## src/rtl/otter_pipe_pkg.sv

```systemverilog
// Shared OTTER pipeline types: NOP encoding and the fetch entry
// bundle carried from the fetch buffer into the IF/ID register.
package otter_pipe_pkg;

  localparam logic [31:0] NOP_INSTR = 32'h0000_0013;

  typedef struct packed {
    logic [31:0] pc;
    logic [31:0] instr;
  } fetch_entry_t;

endpackage

```

## src/rtl/fetch_buffer.sv

```systemverilog
// Fetch instruction buffer: DEPTH-entry FIFO of fetch_entry_t.
// Ports: i_clear/i_push/i_data/i_pop in; o_head/o_count/o_empty/o_full out.
import otter_pipe_pkg::*;

module fetch_buffer #(
  parameter int DEPTH = 2
) (
  input  logic                       clk,
  input  logic                       rst_n,
  input  logic                       i_clear,
  input  logic                       i_push,
  input  fetch_entry_t               i_data,
  input  logic                       i_pop,
  output fetch_entry_t               o_head,
  output logic [$clog2(DEPTH):0]     o_count,
  output logic                       o_empty,
  output logic                       o_full
);

  localparam int AW = $clog2(DEPTH);

  logic [AW-1:0] r_wp;
  logic [AW-1:0] r_rp;
  logic [AW:0]   r_cnt;
  fetch_entry_t  r_mem [DEPTH];

  logic w_push;
  logic w_pop;

  assign o_count = r_cnt;
  assign o_empty = (r_cnt == '0);
  assign o_full  = (r_cnt == (AW+1)'(DEPTH));
  assign o_head  = r_mem[r_rp];

  assign w_pop  = i_pop & ~o_empty;
  assign w_push = i_push & (~o_full | w_pop);

  always_ff @(posedge clk or negedge rst_n) begin
    if (!rst_n) begin
      r_wp  <= '0;
      r_rp  <= '0;
      r_cnt <= '0;
    end else if (i_clear) begin
      r_wp  <= '0;
      r_rp  <= '0;
      r_cnt <= '0;
    end else begin
      if (w_push) r_wp <= r_wp + AW'(1);
      if (w_pop)  r_rp <= r_rp + AW'(1);
      unique case ({w_push, w_pop})
        2'b10:   r_cnt <= r_cnt + (AW+1)'(1);
        2'b01:   r_cnt <= r_cnt - (AW+1)'(1);
        default: r_cnt <= r_cnt;
      endcase
    end
  end

  always_ff @(posedge clk) begin
    if (w_push && !i_clear) r_mem[r_wp] <= i_data;
  end

endmodule

```

## src/rtl/fetch_stage.sv

```systemverilog
// OTTER IF stage + IF/ID register: PC, req/gnt/rvalid fetch, buffer.
// Ports: hazard ctl, EX redirect, imem port, decode bundle, perf.
// Macro FETCH_PERF_EN enables perf_fetch/perf_drop counters.
import otter_pipe_pkg::*;

module fetch_stage #(
  parameter logic [31:0] RESET_VEC = 32'h0000_0000,
  parameter int          BUF_DEPTH = 2
) (
  input  logic        clk,
  input  logic        rst_n,
  input  logic        stall_d,
  input  logic        flush_d,
  input  logic        pc_src_e,
  input  logic [31:0] pc_target_e,
  output logic        imem_req,
  output logic [31:0] imem_addr,
  input  logic        imem_gnt,
  input  logic        imem_rvalid,
  input  logic [31:0] imem_rdata,
  output logic        valid_d,
  output logic [31:0] instr_d,
  output logic [24:0] imm_d,
  output logic [31:0] pc_d,
  output logic [31:0] pc_plus4_d,
  output logic [31:0] perf_fetch,
  output logic [31:0] perf_drop
);

  localparam int            CW      = $clog2(BUF_DEPTH) + 1;
  localparam logic [CW:0]   DEPTH_L = (CW+1)'(BUF_DEPTH);

  logic [31:0]   r_pc;
  logic [31:0]   r_rsp_pc;
  logic [CW-1:0] r_inflight;
  logic [CW-1:0] r_drop;
  logic          r_valid;
  logic [31:0]   r_instr;
  logic [31:0]   r_pc_d;
  logic [31:0]   r_pc4;

  logic [CW-1:0] w_count;
  logic          w_empty;
  logic          w_full;
  fetch_entry_t  w_head;
  fetch_entry_t  w_in;
  fetch_entry_t  w_ld;
  logic [31:0]   w_tgt;
  logic [CW:0]   w_occ;
  logic          w_req;
  logic          w_issue;
  logic          w_rsp;
  logic          w_drop_rsp;
  logic          w_keep;
  logic          w_load;
  logic          w_pop;
  logic          w_bypass;
  logic          w_push;
  logic          w_nxt_valid;
  logic [31:0]   w_nxt_instr;
  logic [31:0]   w_nxt_pc;
  logic [31:0]   w_nxt_pc4;
  logic          w_unused;

  assign w_unused = ^{pc_target_e[1:0], w_full};

  assign w_tgt = {pc_target_e[31:2], 2'b00};

  // Credit: every in-flight fetch must have a buffer slot waiting.
  assign w_occ   = {1'b0, r_inflight} + {1'b0, w_count};
  assign w_req   = rst_n & ~pc_src_e & (w_occ < DEPTH_L);
  assign w_issue = w_req & imem_gnt;

  // Stray rvalid with nothing outstanding is ignored.
  assign w_rsp      = imem_rvalid & (r_inflight != '0);
  assign w_drop_rsp = w_rsp & (pc_src_e | (r_drop != '0));
  assign w_keep     = w_rsp & ~w_drop_rsp;

  assign w_load   = ~stall_d & ~flush_d;
  assign w_pop    = w_load & ~w_empty;
  assign w_bypass = w_load & w_empty & w_keep;
  assign w_push   = w_keep & ~w_bypass;

  assign w_in = '{pc: r_rsp_pc, instr: imem_rdata};
  assign w_ld = w_empty ? w_in : w_head;

  fetch_buffer #(
    .DEPTH (BUF_DEPTH)
  ) u_buf (
    .clk     (clk),
    .rst_n   (rst_n),
    .i_clear (pc_src_e),
    .i_push  (w_push),
    .i_data  (w_in),
    .i_pop   (w_pop),
    .o_head  (w_head),
    .o_count (w_count),
    .o_empty (w_empty),
    .o_full  (w_full)
  );

  // r_rsp_pc is the PC of the next response that will be kept.
  always_ff @(posedge clk or negedge rst_n) begin
    if (!rst_n) begin
      r_pc       <= RESET_VEC;
      r_rsp_pc   <= RESET_VEC;
      r_inflight <= '0;
      r_drop     <= '0;
    end else begin
      if (pc_src_e) begin
        r_pc     <= w_tgt;
        r_rsp_pc <= w_tgt;
      end else begin
        if (w_issue) r_pc <= r_pc + 32'd4;
        if (w_keep)  r_rsp_pc <= r_rsp_pc + 32'd4;
      end
      r_inflight <= r_inflight + CW'(w_issue) - CW'(w_rsp);
      if (pc_src_e)
        r_drop <= r_inflight - CW'(w_rsp);
      else if (w_rsp && r_drop != '0)
        r_drop <= r_drop - CW'(1);
    end
  end

  always_comb begin
    w_nxt_valid = r_valid;
    w_nxt_instr = r_instr;
    w_nxt_pc    = r_pc_d;
    w_nxt_pc4   = r_pc4;
    unique case (1'b1)
      flush_d: begin
        w_nxt_valid = 1'b0;
        w_nxt_instr = NOP_INSTR;
      end
      (stall_d & ~flush_d): begin
      end
      (w_pop | w_bypass): begin
        w_nxt_valid = 1'b1;
        w_nxt_instr = w_ld.instr;
        w_nxt_pc    = w_ld.pc;
        w_nxt_pc4   = w_ld.pc + 32'd4;
      end
      default: begin
        w_nxt_valid = 1'b0;
        w_nxt_instr = NOP_INSTR;
      end
    endcase
  end

  always_ff @(posedge clk or negedge rst_n) begin
    if (!rst_n) begin
      r_valid <= 1'b0;
      r_instr <= NOP_INSTR;
      r_pc_d  <= 32'd0;
      r_pc4   <= 32'd4;
    end else begin
      r_valid <= w_nxt_valid;
      r_instr <= w_nxt_instr;
      r_pc_d  <= w_nxt_pc;
      r_pc4   <= w_nxt_pc4;
    end
  end

  assign imem_req   = w_req;
  assign imem_addr  = r_pc;
  assign valid_d    = r_valid;
  assign instr_d    = r_instr;
  assign imm_d      = r_instr[31:7];
  assign pc_d       = r_pc_d;
  assign pc_plus4_d = r_pc4;

`ifdef FETCH_PERF_EN
  logic [31:0] r_perf_fetch;
  logic [31:0] r_perf_drop;

  always_ff @(posedge clk or negedge rst_n) begin
    if (!rst_n) begin
      r_perf_fetch <= '0;
      r_perf_drop  <= '0;
    end else begin
      r_perf_fetch <= r_perf_fetch + 32'(w_pop | w_bypass);
      r_perf_drop  <= r_perf_drop + 32'(w_drop_rsp);
    end
  end

  assign perf_fetch = r_perf_fetch;
  assign perf_drop  = r_perf_drop;
`else
  assign perf_fetch = 32'd0;
  assign perf_drop  = 32'd0;
`endif

endmodule

```

## config.mk

```make
export PLATFORM = sky130hd
export DESIGN_NAME = fetch_stage
export DESIGN_NICKNAME = d
export VERILOG_FILES = /design/src/rtl/otter_pipe_pkg.sv /design/src/rtl/fetch_buffer.sv /design/src/rtl/fetch_stage.sv
export SDC_FILE = /design/constraint.sdc
export NUM_CORES = 1
export LEC_CHECK = 0
export ABC_AREA = 1
export CAP_MARGIN = 20
export CORE_AREA = 2 2 266 137
export DETAILED_ROUTE_END_ITERATION = 6
export DIE_AREA = 0 0 268 139
export GPL_ROUTABILITY_DRIVEN = 0
export GPL_TIMING_DRIVEN = 0
export PLACE_DENSITY = 0.73
export REMOVE_ABC_BUFFERS = 1
export SLEW_MARGIN = 20
export SYNTH_ARGS = -nofsm -noshare
export SYNTH_HDL_FRONTEND = slang
export SYNTH_SLANG_ARGS = --single-unit
```

## constraint.sdc

```tcl
create_clock -name clk -period 6 [get_ports clk]
set_input_delay 0.9 -clock clk [delete_from_list [all_inputs] [get_ports clk]]
set_output_delay 0.9 -clock clk [all_outputs]
set_load 0.03 [all_outputs]
```

==> metrics.cfg <==
[timing]
max_freq_ghz = 0.261
max_slew_margin_pct = 28.6
clock_skew_ns = 0.0129
final_max_slew_viol_count = 0
period_share_pct = 63.9
final.min_clock_period_ns = 3.83
rsz0062_at_grt = no
setup_viol_count_final = 0
hold_slack_ns = 0.351
finalHoldViolCount = 0
worst_pin_slew_ns = 1.06

[die]
core-area_sq_um = 35100
fp.dieArea_sq_um = 37300
initial_core_util_pct = 42.3
rows = 49
die_w_microns = 268
die_h_microns = 139
pin_count = 290

[grt]
grt_max_degree = 107
grt_pass1_wl_microns = 64900
track_usage_pct = 22.0
grt_pass1_vias = 11600
grt_overflow = 0
antenna_found_initial = 2

[critical_path]
path_cells = buf_2 -> inv_2 -> nand3_1 -> inv_1 -> clkdlybuf4s50_1
critical_path_required_ns = 5.10
r2r_start = u_buf.o_count[1]
rrSetupSlack_ns = 2.83
r2r.worst_path.cells = 8
cpPeakStageDelay_ns = 0.61
crit_slowest_cell = buf_2
endpoint_kind = primary output
cp_data_arrival_time_ns = 2.93
r2r_end = pc_plus4_d[29]
start_kind = input pin
cp_max_fo = 44
critPathKind = in -> out

[route]
firstDrtPassIters = 6
wirelength_microns = 41700
wire_per_inst_microns = 17.2
drt-initial-drc-count = 1237
vias = 12600
postRouteAntennaNets = 0
vias_per_cell = 5.21
drc = 0

[synth]
avgSynthCellArea_sq_um = 8.47
ys_seq_elements = 285
synth-edff-count = 124
async_flop_share_pct = 56.5
synth-warning-count = 0
ys_types = 52
synth_seq_area_share_pct = 52.2
syn_area_sq_um = 14800
syn_inst = 1752
synthFlopType = dfrtp_1

[cells_and_area]
final_core_util_pct = 51.6
area_growth_pct = 22.0
seq_area_sq_um = 7760
nets = 1999
multi_input_area_sq_um = 5830
drive_gt1_share_pct = 7.01
final_cell_count_no_fill = 2427
fill_cells = 3214

[cts]
cts_tree = built
cts_inserted_buffers = 27
ctsResizeCount = 0
path_clk_slew_ns = 0.06
cts_sinks = 285
root_buffer = clkbuf_16
h-tree-depth = 1
cts_buffer_depth = 3
post-cts-setup-buffers = 0
clk-insertion-delay-late_ns = 0.56
post_cts_hold_buffer_count = 0

[placed_design]
dpl.cell_count = 2375
hpwl_microns = 29400
portBuffers = 217

[run]
max-cap-violations = 0

[hold_path]
hold_class = in -> async

[power]
power.total_w = 0.00781
ir_drop_v = 0.000240
p_leak_nw = 7.59
p_per_area_nw_per_um2 = 431

[outcome]
status = complete, no violations

worst max-delay path by stage:
stage	start	endpoint	slack, ns
2_1_floorplan	imem_rvalid	u_buf.r_mem[0][0]	1.35
3_3_place_gp	rst_n	imem_addr[27]	-3.48
3_5_place_dp	pc_src_e	imem_addr[23]	1.90
4_1_cts	pc_src_e	imem_req	2.16
5_1_grt	pc_src_e	imem_req	2.04
6_report	pc_src_e	imem_req	2.17
routing by layer:
layer  vias up  wire length, microns  global-route usage [%]
li1       5952                     -                       -
met1      6062                 19000                    33.5
met2       587                 17800                    32.3
met3        35                  4490                    5.15
met4         0                   375                    3.06
met5         -                     0                       0
critical path, delay by kind of cell:
| family | cells | cell delay (ns) |
|---|---|---|
| buffers and inverters | 4 | 1.80 |
| AND/OR/NAND/NOR | 1 | 0.21 |
registers in the layout, summed over array words and instances, names as in the netlist:
name / flops
u_buf.r_rp: 1
u_buf.r_wp: 1
pc_d: 30
r_rsp_pc: 30
imem_addr: 30
pc_plus4_d: 30
u_buf.r_mem: 124
r_inflight: 2
instr_d: 32
u_buf.o_count: 2
valid_d: 1
r_drop: 2
cells in the mapped netlist (all sizes together), types with 2 or more instances:
cell / number / area (sq um)
a21boi: 2 / 15.0
a21oi: 55 / 290
a22oi: 9 / 67.6
a31oi: 7 / 43.8
buf: 123 / 921
clkbuf: 37 / 139
clkinv: 4 / 15.0
dfrtp: 157 / 3930
dfstp: 4 / 105
edfxtp: 124 / 3720
ha: 7 / 87.6
inv: 122 / 458
nand2: 582 / 2290
nand3: 127 / 651
nand3b: 2 / 15.0
nand4: 16 / 100
nor2: 159 / 673
nor3: 20 / 100
nor4: 2 / 12.5
o211ai: 26 / 195
o21a: 13 / 98.9
o21ai: 112 / 576
o21bai: 5 / 37.5
o221ai: 3 / 26.3
o22ai: 3 / 18.8
o311ai: 5 / 43.8
o31ai: 3 / 22.5
or2: 2 / 12.5
xnor2: 4 / 35.0
xor2: 13 / 114
layout make-up:
type / count / share of cell area, %
inverters: 126 / 2.62
well taps: 484 / 3.34
diodes: 2 / 0.0276
flip-flops and latches: 285 / 42.8
multi-input cells: 1250 / 32.2
repair buffers: 230 / 13.8
clock inverters: 16 / 0.946
clock buffers: 34 / 4.27
where the power goes:
group	leakage, nW	switching (W)	internal [W]	total, W
Clock	0.460	0.000789	0.00105	0.00184
Combinational	4.02	0.00206	0.00109	0.00315
Sequential	3.11	0.000355	0.00246	0.00282
per-stage QoR:
stage          TNS (ns)  area, sq um  worst slack (ns)
3_3_place_gp    -890.03        16800             -3.48
2_1_floorplan         0        14000              1.35
6_report              0        18100              2.17
4_1_cts               0        18100              2.16
3_5_place_dp          0        17200              1.90
5_1_grt               0        18100              2.04
cell usage in the layout, fill, tap and decap left out, types with 7 or more instances in the layout:
master,instances
a21oi_1,53
nand2_2,28
clkdlybuf4s50_1,214
nor2_1,140
xor2_1,13
o21ai_0,105
nand3_1,124
nor2_2,12
nand2_1,551
conb_1,70
o21a_1,12
clkbuf_16,29
nor3_1,20
a22oi_1,9
dfrtp_1,156
inv_1,115
a31oi_1,7
edfxtp_1,124
buf_16,9
o211ai_1,26
nand4_1,16
ha_1,7
logic make-up (layout without fill, tap and decap cells):
| group | after synthesis | count (layout) | share of synthesized area, % |
|---|---|---|---|
| and+or+nand+nor | 912 | 912 | 26.0 |
| buffers and inverters | 286 | 406 | 10.3 |
| DFF | 285 | 285 | 52.2 |
| AOI/OAI and AO/OA | 243 | 243 | 9.67 |
| xor gates and xnor gates | 17 | 17 | 1.00 |
| adders and majority gates | 8 | 8 | 0.725 |
| other | 1 | 72 | 0.0253 |
No activity file was read; power rests on OpenSTA's default activity.
